===== config.mk =====
export PLATFORM = sky130hd
export DESIGN_NAME = shift_transmitter_4bit
export DESIGN_NICKNAME = d
export VERILOG_FILES = /design/src/rtl/shift_transmitter_4bit_pkg.sv /design/src/rtl/shift_transmitter_4bit_bit_counter.sv /design/src/rtl/shift_transmitter_4bit.sv
export SDC_FILE = /design/constraint.sdc
export NUM_CORES = 1
export LEC_CHECK = 0
export ABC_AREA = 1
export CORE_AREA = 2 2 39 41
export CTS_CLUSTER_SIZE = 14
export DETAILED_ROUTE_END_ITERATION = 12
export DIE_AREA = 0 0 41 43
export PLACE_DENSITY = 0.7
export SLEW_MARGIN = 20
export SYNTH_ARGS = -nofsm -noshare
export SYNTH_HDL_FRONTEND = slang
export SYNTH_SLANG_ARGS = --single-unit

===== constraint.sdc =====
create_clock -name clock -period 2 [get_ports clock]
set_input_delay 0.4 -clock clock [delete_from_list [all_inputs] [get_ports clock]]
set_output_delay 0.4 -clock clock [all_outputs]
set_load 0.03 [all_outputs]

===== src/rtl/shift_transmitter_4bit_pkg.sv =====
// Shared definitions for the parallel-in / serial-out transmitter.
//   WIDTH_DEFAULT : default word length in bits
//   state_t       : FSM state encoding (IDLE / SHIFT / DONE)
package shift_transmitter_4bit_pkg;

  localparam int unsigned WIDTH_DEFAULT = 4;

  typedef enum logic [1:0] {
    S_IDLE  = 2'd0,
    S_SHIFT = 2'd1,
    S_DONE  = 2'd2
  } state_t;

endpackage


===== src/rtl/shift_transmitter_4bit_bit_counter.sv =====
// Bit counter for the transmitter.
// It counts the bits shifted out of the current word.
//   i_clk  : system clock, rising edge
//   i_rst  : asynchronous active-high reset, clears the count
//   i_en   : advance the count by one
//   i_clr  : synchronous clear; wins over i_en
//   o_tc   : terminal count, high while the count equals WIDTH-1
// The count returns to 0 after the terminal count instead of running past it.
// This keeps the count within 0..WIDTH-1 for any WIDTH, including
// widths that are not a power of two.
module shift_transmitter_4bit_bit_counter #(
  parameter int WIDTH = 4,
  parameter int CW    = $clog2(WIDTH)
) (
  input  logic i_clk,
  input  logic i_rst,
  input  logic i_en,
  input  logic i_clr,
  output logic o_tc
);

  logic [CW-1:0] r_cnt;

  assign o_tc = (r_cnt == CW'(WIDTH - 1));

  always_ff @(posedge i_clk or posedge i_rst) begin
    if (i_rst) begin
      r_cnt <= '0;
    end else if (i_clr) begin
      r_cnt <= '0;
    end else if (i_en) begin
      if (o_tc) r_cnt <= '0;
      else      r_cnt <= r_cnt + CW'(1);
    end
  end

endmodule


===== src/rtl/shift_transmitter_4bit.sv =====
// Parallel-in / serial-out transmitter.
// It loads a WIDTH-bit word and sends it MSB first, one bit per enabled clock.
//   clock     : system clock, rising edge
//   reset     : asynchronous active-high reset, clears all state
//   clkEN     : clock-enable tick; state advances only on enabled edges
//   start     : request to send ParIn; sampled only in IDLE
//   ParIn     : word to transmit; captured on the accepting edge only
//   SerOut    : serial data, MSB first; 0 outside SHIFT
//   ShEn      : shift strobe for the receiver; high only in SHIFT
//   Busy      : high in SHIFT and DONE
//   Done      : high for the single enabled period spent in DONE
//   dbg_state : current FSM state, for observation
// Handshake: the controller raises start while Busy is low. The word is taken
// on the first enabled edge seen in IDLE. A start raised during SHIFT or DONE
// is dropped, not queued. Done marks the one enabled period after the last bit.
module shift_transmitter_4bit
  import shift_transmitter_4bit_pkg::*;
#(
  parameter int WIDTH = WIDTH_DEFAULT
) (
  input  logic             clock,
  input  logic             reset,
  input  logic             clkEN,
  input  logic             start,
  input  logic [WIDTH-1:0] ParIn,
  output logic             SerOut,
  output logic             ShEn,
  output logic             Busy,
  output logic             Done,
  output state_t           dbg_state
);

  state_t           r_state;
  logic [WIDTH-1:0] r_shreg;
  logic             w_cnt_clr;
  logic             w_cnt_en;
  logic             w_last_bit;

  // The counter is cleared when a word is accepted.
  // It then advances on each enabled edge spent in SHIFT.
  assign w_cnt_clr = clkEN & (r_state == S_IDLE) & start;
  assign w_cnt_en  = clkEN & (r_state == S_SHIFT);

  shift_transmitter_4bit_bit_counter #(
    .WIDTH (WIDTH)
  ) u_bit_counter (
    .i_clk (clock),
    .i_rst (reset),
    .i_en  (w_cnt_en),
    .i_clr (w_cnt_clr),
    .o_tc  (w_last_bit)
  );

  always_ff @(posedge clock or posedge reset) begin
    if (reset) begin
      r_state <= S_IDLE;
      r_shreg <= '0;
    end else if (clkEN) begin
      case (r_state)
        S_IDLE: begin
          if (start) begin
            r_shreg <= ParIn;
            r_state <= S_SHIFT;
          end
        end
        S_SHIFT: begin
          // The receiver samples SerOut on this same edge.
          // The next bit therefore appears only after this shift.
          r_shreg <= {r_shreg[WIDTH-2:0], 1'b0};
          if (w_last_bit) r_state <= S_DONE;
        end
        S_DONE:  r_state <= S_IDLE;
        default: r_state <= S_IDLE;
      endcase
    end
  end

  // Moore outputs are decoded only from registered state.
  // They hold steady whenever clkEN is low.
  assign SerOut    = r_shreg[WIDTH-1] & (r_state == S_SHIFT);
  assign ShEn      = (r_state == S_SHIFT);
  assign Busy      = (r_state != S_IDLE);
  assign Done      = (r_state == S_DONE);
  assign dbg_state = r_state;

endmodule


; Word-level counts from Yosys, hierarchy flattened
; Index checks and enable logic that the tools add are counted.
[totals]
regBits = 8
in_bits = 8
wordCells = 27
[classes]
n_addsub = 1
eq_ne = 5
n_mux = 8
bitwise_logic = 4
reduce_logical = 6
[op_table]
columns = operator, count
row1 = two-way mux 2 bit, 5
row2 = one-hot mux 4 bit (2 select lines), 1
row3 = AND reduction 3 bit, 2
row4 = nonzero test 2 bit, 3
row5 = AND 1 bit, 4
row6 = "== test 2 bit, second input constant", 2
row7 = two-way mux 4 bit, 1
row8 = one-hot mux 2 bit (2 select lines), 1
row9 = "adder 2 x 1 -> 2 bit, second input constant", 1
row10 = "== test 2 x 1 -> 1 bit, second input constant", 1
row11 = logical NOT 2 bit, 1
row12 = "!= test 2 x 1 -> 1 bit, second input constant", 1
row13 = "!= test 2 bit, second input constant", 1

; Longest topological paths before layout
; Gate-level depths: netlist of run 1.
[logic_depth]
word_depth = 4
ltp_mapped = 6
ltp_nobuf = 6

; Hierarchy
; From an unflattened synthesis of run 1, not the netlist that was laid out.
[hier_totals]
cells_unflattened = 67
area_unflattened_um2 = 469.2
[modules_own_cells]
columns = mod, n_inst, cells_per_inst, area_each_um2
row1 = shift_transmitter_4bit, 1, 54, 364.1
row2 = shift_transmitter_4bit_bit_counter, 1, 13, 105.1

; Worst setup path before layout of run 1
; Ideal clock, no wire load.
[synth_path]
path_kind = reg2out
from = reg r_state[1], in the netlist dbg_state[1]
to = out SerOut
arrival_time_ns = 1.189
t_required_ns = 1.600
slack_ns = 0.411
path_stages_with_launch = 4
path_buffers = 0
cell_sequence = dfrtp_1 -> inv_2 -> nand2_2 -> nor2_1
[synth_via]
elab_chain_cells = 2
[synth_rtl]
columns = element, line
row1 = start: declaration, shift_transmitter_4bit.sv:33  ; state_t r_state;
row2 = start signal: assignment, shift_transmitter_4bit.sv:56  ; r_state <= S_IDLE;
row3 = start signal: assignment, shift_transmitter_4bit.sv:63  ; r_state <= S_SHIFT;
row4 = start signal: assignment, shift_transmitter_4bit.sv:70  ; if (w_last_bit) r_state <= S_DONE;
row5 = == test 2 x 1 -> 1 bit, shift_transmitter_4bit.sv:80  ; assign SerOut = r_shreg[WIDTH-1] & (r_state == S_SHIFT);
row6 = AND 1 bit, shift_transmitter_4bit.sv:80
row7 = end: declaration, shift_transmitter_4bit.sv:26  ; output logic SerOut,
; Every way passes these cells.

; Worst setup path after layout of run 1
[layout_path]
from = reg r_state[0], in the netlist dbg_state[0]
to = out Done
[layout_via]
elab_chain_cells = 1
[layout_rtl]
columns = element, line
row1 = == test 2 bit, shift_transmitter_4bit.sv:83  ; assign Done = (r_state == S_DONE);
row2 = end: declaration, shift_transmitter_4bit.sv:29  ; output logic Done,
; Every way passes these cells.

==> results of run 1 <==
==> worst paths after layout <==
kind,from,end,slack [ps],depth (start not counted)
setup / recovery,dbg_state[0],Done,80,2
hold reg to reg,u_bit_counter.r_cnt[1],u_bit_counter.r_cnt[1],490,2
min in group clock,u_bit_counter.r_cnt[1],u_bit_counter.r_cnt[1],490,2
setup reg to reg,dbg_state[0],u_bit_counter.r_cnt[0],920,4
max in group asynchronous,reset,dbg_state[0],1370,2
hold / removal,reset,dbg_state[1],380,2
==> cell families (layout without fill, tap and decap cells) <==
group,Yosys count,after routing,share of synthesized area (%)
buffers and inverters,10,24,10.7
adder cells (fa/ha/maj),1,1,2.73
AND/OR/NAND/NOR,42,42,39.9
flip-flops,8,8,43.7
AO/OA/AOI/OAI,2,2,3.00
==> through the flow <==
step           setup WS, ps  hold WS (ps)
2_1_floorplan           411           216
3_3_place_gp            193           459
3_5_place_dp            132           472
4_1_cts                2.26           400
5_1_grt                15.8           426
6_report               77.8           380
==> final cells by class <==
class                      instances  area (um^2)  share of cell area, %
timing repair buffer              13          130                   21.2
multi-input combinational         45          209                   34.1
tap                               16         20.0                   3.27
sequential                         8          201                   32.9
clock buffer                       3         22.5                   3.67
inverter                           8         30.0                   4.90
==> routing by layer <==
metal,up-vias,track usage [%],wire length [um]
li1,222,-,-
met1,200,18.6,466
met2,15,15.9,425
met3,2,5.24,73
met4,0,8.00,10
met5,-,0,0
==> synthesized netlist by cell type (2+ instances only) <==
cell type | count | area share [%]
dfrtp_1 | 8 | 44
nor2_1 | 5 | 4.1
inv_2 | 2 | 1.6
nand4_1 | 2 | 2.7
nand3_1 | 6 | 6.6
nand2_1 | 26 | 21
inv_1 | 6 | 4.9
==> report_power, final <==
part / total, mW / switching [mW] / internal, mW
clock: 0.127 / 0.0580 / 0.0689
combinational: 0.387 / 0.239 / 0.148
sequential: 0.292 / 0.0632 / 0.229
==> state kept, by name, indices dropped and copies added (netlist names) <==
| name | flops |
|---|---|
| dbg_state | 2 |
| r_shreg | 4 |
| u_bit_counter.r_cnt | 2 |
==> critical path, cell delays in order, from the launching register on <==
cell             delay (ps)
dfrtp_2                 480
nor2_1                  120
clkdlybuf4s50_1         670
==> timing repair <==
action,in CTS,in global routing
hold endpoints to repair,0,0
hold buffers,0,0
resized for setup,3,1
setup endpoints to repair,3,1
==> metrics.txt, run 1 <==
clk_lat worst skew=260 ps; leakage=0.347 nW; Filler Cells Inserted=143; Netlist cell types=15; Post-synth ARST share=100%; Post-Place Cells=90; Longest Clk Path Bufs=2; drc violations=0; Post-synth EDFFs=0; hold crit path type=in -> async; Synth Warn #=0; post-route clock skew=10.5 ps; final design utilization=44.3%; max_cap viols=0; DRT Pass-1 Iters=4; CTS tree=yes; Hold Fails Final Rpt=0; minimum clock period=1920 ps; register area share after synthesis=43.7%; pin count of the biggest net entering global routing=12; commonest non-fill, non-tap cells in the layout=nand2_1 (26), clkdlybuf4s50_1 (10), dfrtp_1 (7); antenna viol nets, final=0; Initial Util=33.1%; commonest non-fill, non-tap cell in the layout=nand2_1; first-pass GRT wire length=1520 um; placed inst area=589 um^2; HPWL Detailed=726 um; Cell Area, Synth=458 um^2; final critical-path share of the clock period=96.1%; DRT iter0 DRCs=17; RSZ-0062 raised after global routing=no; Clk pin slew, worst setup/hold paths=60 ps; CP Launch Type=register; DIE AREA=1760 um^2; syn_area_per_cell=7.27 um^2; ant diodes=0; Slew headroom=78.8%; routed wire length per instance=10.5 um; critical path class=reg -> out; Max Fclk=520 MHz; number of global-route vias before repair=354; TNS Setup=0 ps; Buffers on Ports=13; post-synthesis cell count=63; Syn Nets=72; vias per cell=4.72; Placeable Area=1380 um^2; CTS buffer count=3; # IOs=14; data required time of the worst path=1600 ps; maximum vdd drop=511 uV; prevailing post-synth register cell=dfrtp_1; worst slew pin tran=317 ps; CP arrival=1520 ps; Die Wd=41 um; fin. max-slew vios=0; gr ovfl total=0; GP Congestion=0.748; status=finished clean; fin nets=88; initial antenna violation count=0; Sink Count=8; number of post-CTS setup repair buffers=0; Finished Layout Cells=93; Tot GR Track Use=13.1%; DR vias=439; row cnt=14; pwr dens=1310 nW/um^2; H-tree Lvls=1; post-synthesis register bit count=8; share of layout cells above drive strength 1=11.7%; synthesis-to-layout area growth=33.9%; root buffer cell=clkbuf_4; Die Height=43 um; setup violators final=0; Final Power=0.805 mW; Final Cell Area=613 um^2; Crit. End Element=output port; crit-path max FO=11; Total Wirelength=976 um
Note: power is estimated with default switching activity, not from simulation.
==> inputs of run 2 (changes only) <==
SKIP_LAST_GASP = 1   (was not set)
==> results of run 2 <==
No change in the layout: final DEF, timing and power equal those of run 1.
